[config.mk]
export PLATFORM = sky130hd
export DESIGN_NAME = motoro3_pwm_gen
export DESIGN_NICKNAME = d
export VERILOG_FILES = /design/src/rtl/motoro3_pwm_gen.sv
export SDC_FILE = /design/constraint.sdc
export NUM_CORES = 1
export LEC_CHECK = 0
export CAP_MARGIN = 5
export CORE_ASPECT_RATIO = 0.6
export CORE_MARGIN = 3
export CORE_UTILIZATION = 40
export DETAILED_ROUTE_END_ITERATION = 8
export MAX_ROUTING_LAYER = met4
export RECOVER_POWER = 25
export SLEW_MARGIN = 0
export SYNTH_ARGS = -nofsm -noshare
export SYNTH_HDL_FRONTEND = slang
export SYNTH_SLANG_ARGS = --single-unit
[constraint.sdc]
create_clock -name clk -period 6.23 [get_ports clk]
set_input_delay 1.246 -clock clk [delete_from_list [all_inputs] [get_ports clk]]
set_output_delay 1.246 -clock clk [all_outputs]
set_load 0.02 [all_outputs]
[src/rtl/motoro3_pwm_gen.sv]
// Complementary high/low PWM generator with dead time. Period and duty are
// latched into shadow registers at each period boundary.
module motoro3_pwm_gen #(
  parameter logic [15:0] MIN_PERIOD = 16'd64,
  parameter logic [15:0] DEAD       = 16'd4
) (
  input  logic        clk,
  input  logic        nRst,
  input  logic        enable,
  input  logic [15:0] plLen,
  input  logic [7:0]  pwmLenWant,
  input  logic [7:0]  pwmMinMask,
  output logic        pwmHi,
  output logic        pwmLo,
  output logic        periodStart,
  output logic        running,
  output logic [15:0] perCnt
);

  typedef enum logic {IDLE, RUN} state_t;

  state_t      state, n_state;
  logic [15:0] cnt, n_cnt;
  logic [15:0] per_s, n_per_s;
  logic [15:0] hi_s, n_hi_s;
  logic        sup, n_sup;
  logic        latch;

  logic [15:0] per_clamp;
  logic [23:0] duty_prod;
  logic        n_run;
  logic        n_pwm_hi, n_pwm_lo;

  assign per_clamp = (plLen < MIN_PERIOD) ? MIN_PERIOD : plLen;
  assign duty_prod = {8'd0, per_clamp} * {16'd0, pwmLenWant};

  // NOTE: every always_comb output gets a default first, so no path can infer a latch.
  always_comb begin
    n_state = state;
    n_cnt   = cnt;
    n_per_s = per_s;
    n_hi_s  = hi_s;
    n_sup   = sup;
    latch   = 1'b0;
    case (state)
      IDLE: begin
        n_cnt = 16'd0;
        if (enable) begin
          latch   = 1'b1;
          n_state = RUN;
        end
      end
      RUN: begin
        if (cnt == per_s - 16'd1) begin
          n_cnt = 16'd0;
          if (enable) latch = 1'b1;
          else        n_state = IDLE;
        end else begin
          n_cnt = cnt + 16'd1;
        end
      end
      default: n_state = IDLE;
    endcase
    if (latch) begin
      n_per_s = per_clamp;
      n_hi_s  = duty_prod[23:8];
      n_sup   = (pwmLenWant < pwmMinMask);
    end
  end

  // Outputs are decoded from next-state values so the flops line up with cnt.
  // The low-side threshold is 17 bits wide so hiS+DEAD cannot wrap.
  assign n_run    = (n_state == RUN);
  assign n_pwm_hi = n_run & ~n_sup & (n_cnt >= DEAD) & (n_cnt < n_hi_s);
  assign n_pwm_lo = n_run & ~n_sup &
                    ({1'b0, n_cnt} >= ({1'b0, n_hi_s} + {1'b0, DEAD}));

  // NOTE: sequential state uses non-blocking assignments so all flops update together.
  always_ff @(posedge clk or negedge nRst) begin
    if (!nRst) begin
      state       <= IDLE;
      cnt         <= 16'd0;
      per_s       <= 16'd0;
      hi_s        <= 16'd0;
      sup         <= 1'b0;
      pwmHi       <= 1'b0;
      pwmLo       <= 1'b0;
      periodStart <= 1'b0;
    end else begin
      state       <= n_state;
      cnt         <= n_cnt;
      per_s       <= n_per_s;
      hi_s        <= n_hi_s;
      sup         <= n_sup;
      pwmHi       <= n_pwm_hi;
      pwmLo       <= n_pwm_lo;
      periodStart <= latch;
    end
  end

  assign running = (state == RUN);
  assign perCnt  = cnt;

endmodule

==> run metrics, run 1 <==
Port Buffers 54; initial antenna violation count 0; Setup Crit Path Kind in -> reg; clk_lat worst skew 0.30 ns; failing checks max-capacitance violations, max-slew violations, negative setup slack; CP max stage delay 0.56 ns; Syn Std Cell Area 7990 um2; Layout area overhead 32.9%; Register Area 1330 um2; Top Ports 55; post-synthesis simple-gate area fraction 22.8%; slew at the pin closest to its max-slew limit 2.92 ns; fin worst setup slack -1.82 ns; #FFs+latches synth 53; first-pass GRT wire length 36,700 um; Worst Hold End hi_s[1]$_DFF_PN0_; Chip Width 188 um; DR iter-0 viols 440; combinational family with the most area after synthesis adder cells; core footprint 19,300 um2; fin. max-slew vios 54; post-synthesis cell count 926; largest net degree at the start of global routing 54; Starting Density 41.3%; DIE HEIGHT 115 um; complex-gate fraction of the synthesized area 10.8%; layout cells sized above 1 24.6%; mux contribution to synthesized area 1.88%; Wirelength per Cell 15.8 um; crit-path max FO 7; Fmax 124 MHz; Internal 2.39 mW; final worst-path cycle share 129%; Mean Syn Cell Area 8.62 um2; RD Place Congestion 0.911; DP HPWL 17,500 um; maximum vdd drop 0.000219 V; CTS H-tree lvls 2; CTS tree done; reg2reg start per_s[5]$_DFFE_PN0P_; R2R depth 24; Via Count 6,937; GRT overflow 0; Worst R2R End pwmLo$_DFF_PN0_; Hold Crit Start hi_s[1]$_DFF_PN0_; root buffer cell clkbuf_16; DRT Pass-1 Iters 5; min-delay worst type reg -> reg; row count 39; commonest non-fill, non-tap cells in the layout buf_4 (133), inv_1 (122), nand2_1 (81); post-synthesis adder-cell area fraction 33.5%; Cell variety after synth 67; Synth Area in XOR/XNOR 6.14%; die area 21,800 um2; commonest non-fill, non-tap cell in the layout buf_4; Crit-path slowest cell fa_1; Comb power frac 79.3%; syn nets 1,125; Crit path top cell by count fa_1; Clk pwr share 6.9%; Ys Warns 0; crit path launch type primary input; Synth Flop Type dfrtp_1; Max-Cap Viols 1; Multi-input gate area 6580 um2; DR vias/cell 5.09; leakage 5.17 nW; register area share after synthesis 16.6%; vias in the first global route 7,065; # DRC 0; Total GRT Usage 21.3%; nets@finish 1,296; Hold Path Stages 2; Relative slew margins -94.8%; FF-to-FF setup slack 0.57 ns; Bufs on Longest Clock Path 2; switching part of the total power 45.4%; P per Cell Area 412 nW/um2; Post-synth EDFFs 0; RSZ-0062 raised after global routing yes; Fin. Hold Viols 0; Post-Place Setup Slack -2.60 ns; Post-synth ARST share 100%; CP required 6.42 ns; Num CTS Buffers 5; Antenna Diode Count 0; final setup fails 5; clock-pin slew on the worst setup and hold paths 0.08 ns; fill count 1,798; status complete, but fails checks; crit path DAT 8.24 ns; Antenna Nets Post-Route 0; switching power of the nets 1.99 mW; hold slack 0.514 ns; crit end category flip-flop; Reg power frac 13.8%; final worst clock skew 0.00608 ns; CTS sink cnt 53; Tmin final 8.05 ns; final wirelength 21,600 um
## synth_stat cells (all sizes together), types with 3 or more instances
master,number,area share (%)
o22ai,5,0.39
nand4,13,1.0
xor2,18,2.0
xnor2,38,4.2
a21oi,27,1.7
mux2,5,0.75
a211oi,10,0.94
nor3b,3,0.28
nand3,27,1.7
mux2i,9,1.1
o21bai,3,0.28
and2,60,4.7
dfrtp,53,17
o21a,5,0.47
inv,131,6.2
and3,41,3.2
nor4,8,0.70
or3,6,0.47
nor2b,15,1.2
nor2,52,2.4
buf,7,0.63
o31ai,4,0.55
nand2b,8,0.63
nand2,84,4.1
a21o,14,1.3
a31oi,10,0.86
o21ai,27,1.7
nand4b,3,0.33
clkbuf,31,1.5
o311ai,3,0.33
nor3,12,0.81
fa,83,21
ha,81,13
## worst max path at each step
stage / startpoint / end / slack [ns] / depth (start not counted)
floorplan: plLen[12] / pwmLo$_DFF_PN0_ / -1.78 / 33
global placement: plLen[12] / pwmLo$_DFF_PN0_ / -2.34 / 29
detailed placement: plLen[12] / pwmLo$_DFF_PN0_ / -2.60 / 32
CTS: plLen[9] / pwmLo$_DFF_PN0_ / -1.84 / 33
global route: plLen[13] / pwmLo$_DFF_PN0_ / -2.16 / 34
finish: plLen[13] / pwmLo$_DFF_PN0_ / -1.82 / 34
## logic make-up (layout without fill, tap and decap cells)
logic type                 count (synthesis)  in the layout
and+or+nand+nor                          342            342
AOI/OAI and AO/OA                        127            127
adders and majority gates                164            164
buffers and inverters                    170            342
muxes                                     14             14
xor gates and xnor gates                  56             56
DFF                                       53             53
## routing by layer
layer / track usage [%] / vias up / routed length (um)
li1: - / 3407 / -
met1: 32.9 / 3379 / 11600
met2: 30.7 / 145 / 8790
met3: 3.39 / 6 / 1130
met4: 1.64 / 0 / 72
met5: - / - / 0
## power groups by stage
stage / Combinational, mW / Sequential (mW) / Clock [mW]
CTS: 3.14 / 0.601 / 0.308
floorplan: 1.91 / 0.564 / 0
global route: 3.88 / 0.626 / 0.324
detailed placement: 3.00 / 0.605 / 0
global placement: 2.99 / 0.605 / 0
finish: 3.47 / 0.603 / 0.303
## critical path: cells and delay by family
family,cells,cell delay (ns)
fa+ha+maj,7,2.65
mux,1,0.18
simple gates,7,1.42
buf+inv,5,0.52
compound gates,13,2.08
xor+xnor,1,0.15
## sequential cells by signal, indices dropped and copies added, names as in the netlist
name and cells:
hi_s 16, periodStart 1, per_s 16, perCnt 16, running 1, sup 1
pwmHi 1, pwmLo 1
## through the flow
stage          instance area, um2  TNS, ns  power [mW]  cells  utilization (%)
2_1_floorplan                8260    -2.86        2.47    926                -
5_1_grt                     10600    -5.43        4.83   1364             54.9
4_1_cts                     10200    -3.69        4.05   1352             52.9
3_5_place_dp                 9850   -14.18        3.61   1333             51.0
6_report                    10600    -3.70        4.38   1364             54.9
3_3_place_gp                 9850   -12.08        3.59   1333             51.0
## what timing repair did
item	CTS	global route
hold buffers	0	0
gates cloned	0	2
resized for setup	49	78
pin swaps	31	63
buffers inserted	11	13
endpoints found under the setup margin	14	14
## cell type report
| type | count | area share [%] |
|---|---|---|
| Clock buffer | 5 | 1.18 |
| Clock inverter | 3 | 0.271 |
| Inverter | 132 | 4.68 |
| Multi-Input combinational cell | 703 | 61.9 |
| Sequential cell | 53 | 12.5 |
| Tap cell | 266 | 3.13 |
| Timing Repair Buffer | 202 | 16.3 |
(Power assumes the default switching activity.)
==> run 2, diff against run 1 <==
--- a/config.mk
+++ b/config.mk
@@ -11,6 +11,7 @@
 export CORE_UTILIZATION = 40
 export DETAILED_ROUTE_END_ITERATION = 8
 export MAX_ROUTING_LAYER = met4
+export PLACE_DENSITY_LB_ADDON = 0.3
 export RECOVER_POWER = 25
 export SLEW_MARGIN = 0
 export SYNTH_ARGS = -nofsm -noshare
==> run 2 against run 1 <==
The run still ends with max-capacitance violations, max-slew violations, negative setup slack left. Sequential power about the same. Die area unchanged. Fmax down 1.7%. Global-route usage up 1.3 points. Final cell count up 0.29%. Total power down 1.1%. Clock skew up 0.0023 ns. Worst setup slack worse by 0.14 ns. Sequential cell count unchanged. Largest cell class unchanged.
==> run metrics, run 2 (synthesized netlist as in run 1, its figures left out) <==
Bufs on Longest Clock Path 2 (unchanged); GRT overflow 0 (unchanged); final worst clock skew 0.00836 ns (+0.00228 ns); min-delay worst type reg -> reg; final setup fails 7 (+2); crit path DAT 8.38 ns (+0.14 ns); clk_lat worst skew 0.30 ns (about the same); Relative slew margins -97.8% (-3.0 points); row count 39 (unchanged); CTS H-tree lvls 2 (unchanged); fin. max-slew vios 54 (unchanged); Final Core Density 55.0% (+0.097 points); Crit-path slowest cell fa_1; status complete, but fails checks; clock-pin slew on the worst setup and hold paths 0.08 ns (about the same); reg2reg start per_s[2]$_DFFE_PN0P_; failing checks max-capacitance violations, max-slew violations, negative setup slack; final worst-path cycle share 131% (+2.2 points); DIE HEIGHT 115 um (unchanged); RSZ-0062 raised after global routing yes; crit end category flip-flop; fill count 1,757 (-2.3%); largest net degree at the start of global routing 54 (unchanged); Top Ports 55 (unchanged); maximum vdd drop 0.000223 V (+1.8%); die area 21,800 um2 (unchanged); Crit. Startpoint plLen[14]; leakage 5.17 nW (about the same); Top Family by Delay on Critical Path adder cells; Fin. Hold Viols 0 (unchanged); CP required 6.42 ns (about the same); Hold Crit Start hi_s[0]$_DFF_PN0_; Post-DP Area 9880 um2 (+0.30%); final wirelength 22,700 um (+5.2%); Worst R2R End pwmLo$_DFF_PN0_; Total GRT Usage 22.7% (+1.3 points); Layout area overhead 33.2%; crit path buf inv count 8 (+3); DRT Pass-1 Iters 5 (unchanged); core footprint 19,300 um2 (unchanged); RD Place Congestion 0.927 (+1.8%); commonest non-fill, non-tap cells in the layout buf_4 (131), inv_1 (123), nand2_1 (81); root buffer cell clkbuf_16; slew at the pin closest to its max-slew limit 2.97 ns (+0.0447 ns); crit path launch type primary input; DP HPWL 17,800 um (+1.8%); R2R depth 24 (unchanged); crit-path max FO 7 (unchanged); first-pass GRT wire length 38,500 um (+5.1%); CP max stage delay 0.54 ns (-0.02 ns); fin worst setup slack -1.96 ns (-0.137 ns); initial antenna violation count 0 (unchanged); DR iter-0 viols 589 (+34%); CTS sink cnt 53 (unchanged); P per Cell Area 407 nW/um2 (-1.2%); DR vias/cell 5.24 (+2.9%); nets@finish 1,300 (+0.31%); Fmax 122 MHz (-1.7%); Finished Cell Area 10,600 um2 (+0.18%); Starting Density 41.3% (unchanged); Antenna Nets Post-Route 0 (unchanged); Setup Crit Path Kind in -> reg; FF-to-FF setup slack 0.53 ns (-0.04 ns); Hold Path Stages 2 (unchanged); vias in the first global route 7,410 (+4.9%); Via Count 7,162 (+3.2%); Port Buffers 54 (unchanged); Num CTS Buffers 5 (unchanged); Post-Place Setup Slack -2.66 ns (-0.0608 ns); Max-Cap Viols 1 (unchanged); # DRC 0 (unchanged); Chip Width 188 um (unchanged); Antenna Diode Count 0 (unchanged); Tmin final 8.19 ns (+0.137 ns); Wirelength per Cell 16.6 um (+4.9%); Worst Hold End hi_s[0]$_DFF_PN0_; CTS tree done; commonest non-fill, non-tap cell in the layout buf_4; # hold bufs at CTS 0 (unchanged); layout cells sized above 1 24.1% (-0.45 points)
==> run 2: changes by cell type in the layout (fill, tap and decap cells not counted), moves of 3 or more <==
cell,delta
xnor2_2,-3
a21oi_2,-3
xnor2_1,+3
buf_6,+8
a21oi_1,+3
mux2i_2,-3
==> run 2: metal layers <==
metal  wire (um)  share of wire [%]  GRT usage [%]  vias to the layer above
met2        9490                 42           33.6                      181
met3        1220                5.4           3.02                        6
li1            -                  -              -                     3418
met1       11900                 52           34.3                     3557
met4          81               0.36           2.28                        0
met5           0                  0              -                        -
==> run 2: final cells by class <==
cell class / count / area [um2] / area share [%]
multi-input cells: 703 / 6530 / 61.4
flip-flops and latches: 53 / 1330 / 12.5
inverters: 132 / 497 / 4.67
well taps: 266 / 333 / 3.13
repair buffers: 206 / 1790 / 16.9
clock buffers: 5 / 125 / 1.18
clock inverters: 3 / 28.8 / 0.271
==> run 2: stage by stage <==
stage                     power, mW  TNS (ns)  hold WS [ns]  std cells
after floorplan                2.47     -2.86         0.452        926
after global placement         3.55    -11.63         0.487       1337
after detailed placement       3.61    -13.11         0.496       1337
after CTS                      4.19     -5.40         0.516       1366
after global routing           4.76     -6.75         0.567       1368
final                          4.33     -4.80         0.515       1368
==> run 2: worst max-delay path by stage <==
stage | to | slack (ns) | cells past startpoint
global placement | pwmLo$_DFF_PN0_ | -2.25 | 28
detailed placement | pwmLo$_DFF_PN0_ | -2.66 | 32
floorplan | pwmLo$_DFF_PN0_ | -1.78 | 33
CTS | pwmLo$_DFF_PN0_ | -1.86 | 34
global route | pwmLo$_DFF_PN0_ | -2.22 | 34
finish | pwmLo$_DFF_PN0_ | -1.96 | 33
==> run 2: worst reg2reg max path, cell delays in order (launching register included) <==
cell	delay [ns]
dfrtp_1	0.49
nor4_1	0.74
nand3_1	0.18
a211oi_1	0.27
o22ai_1	0.09
or2_1	0.25
o31ai_4	0.34
nand2_4	0.08
clkinv_2	0.31
mux2_4	0.26
ha_4	0.14
nand4_1	0.08
nor2_1	0.14
a31oi_2	0.07
or3_4	0.37
xnor2_2	0.14
ha_1	0.28
a21o_1	0.16
a21o_1	0.16
a221o_1	0.35
a21oi_2	0.15
o31ai_2	0.08
a31oi_1	0.25
a2111oi_2	0.09
o31a_1	0.13
==> run 2: report_power, final <==
part / internal [mW] / switching (mW)
registers: 0.452 / 0.149
clock network: 0.155 / 0.147
logic: 1.73 / 1.70
total: 2.33 / 1.99
==> run 2: what timing repair did <==
action / in CTS / in global routing
setup buffers: 18 / 11
pin swaps: 44 / 42
cloned: 3 / 0
setup endpoints to repair: 14 / 15
gates resized for setup: 92 / 49
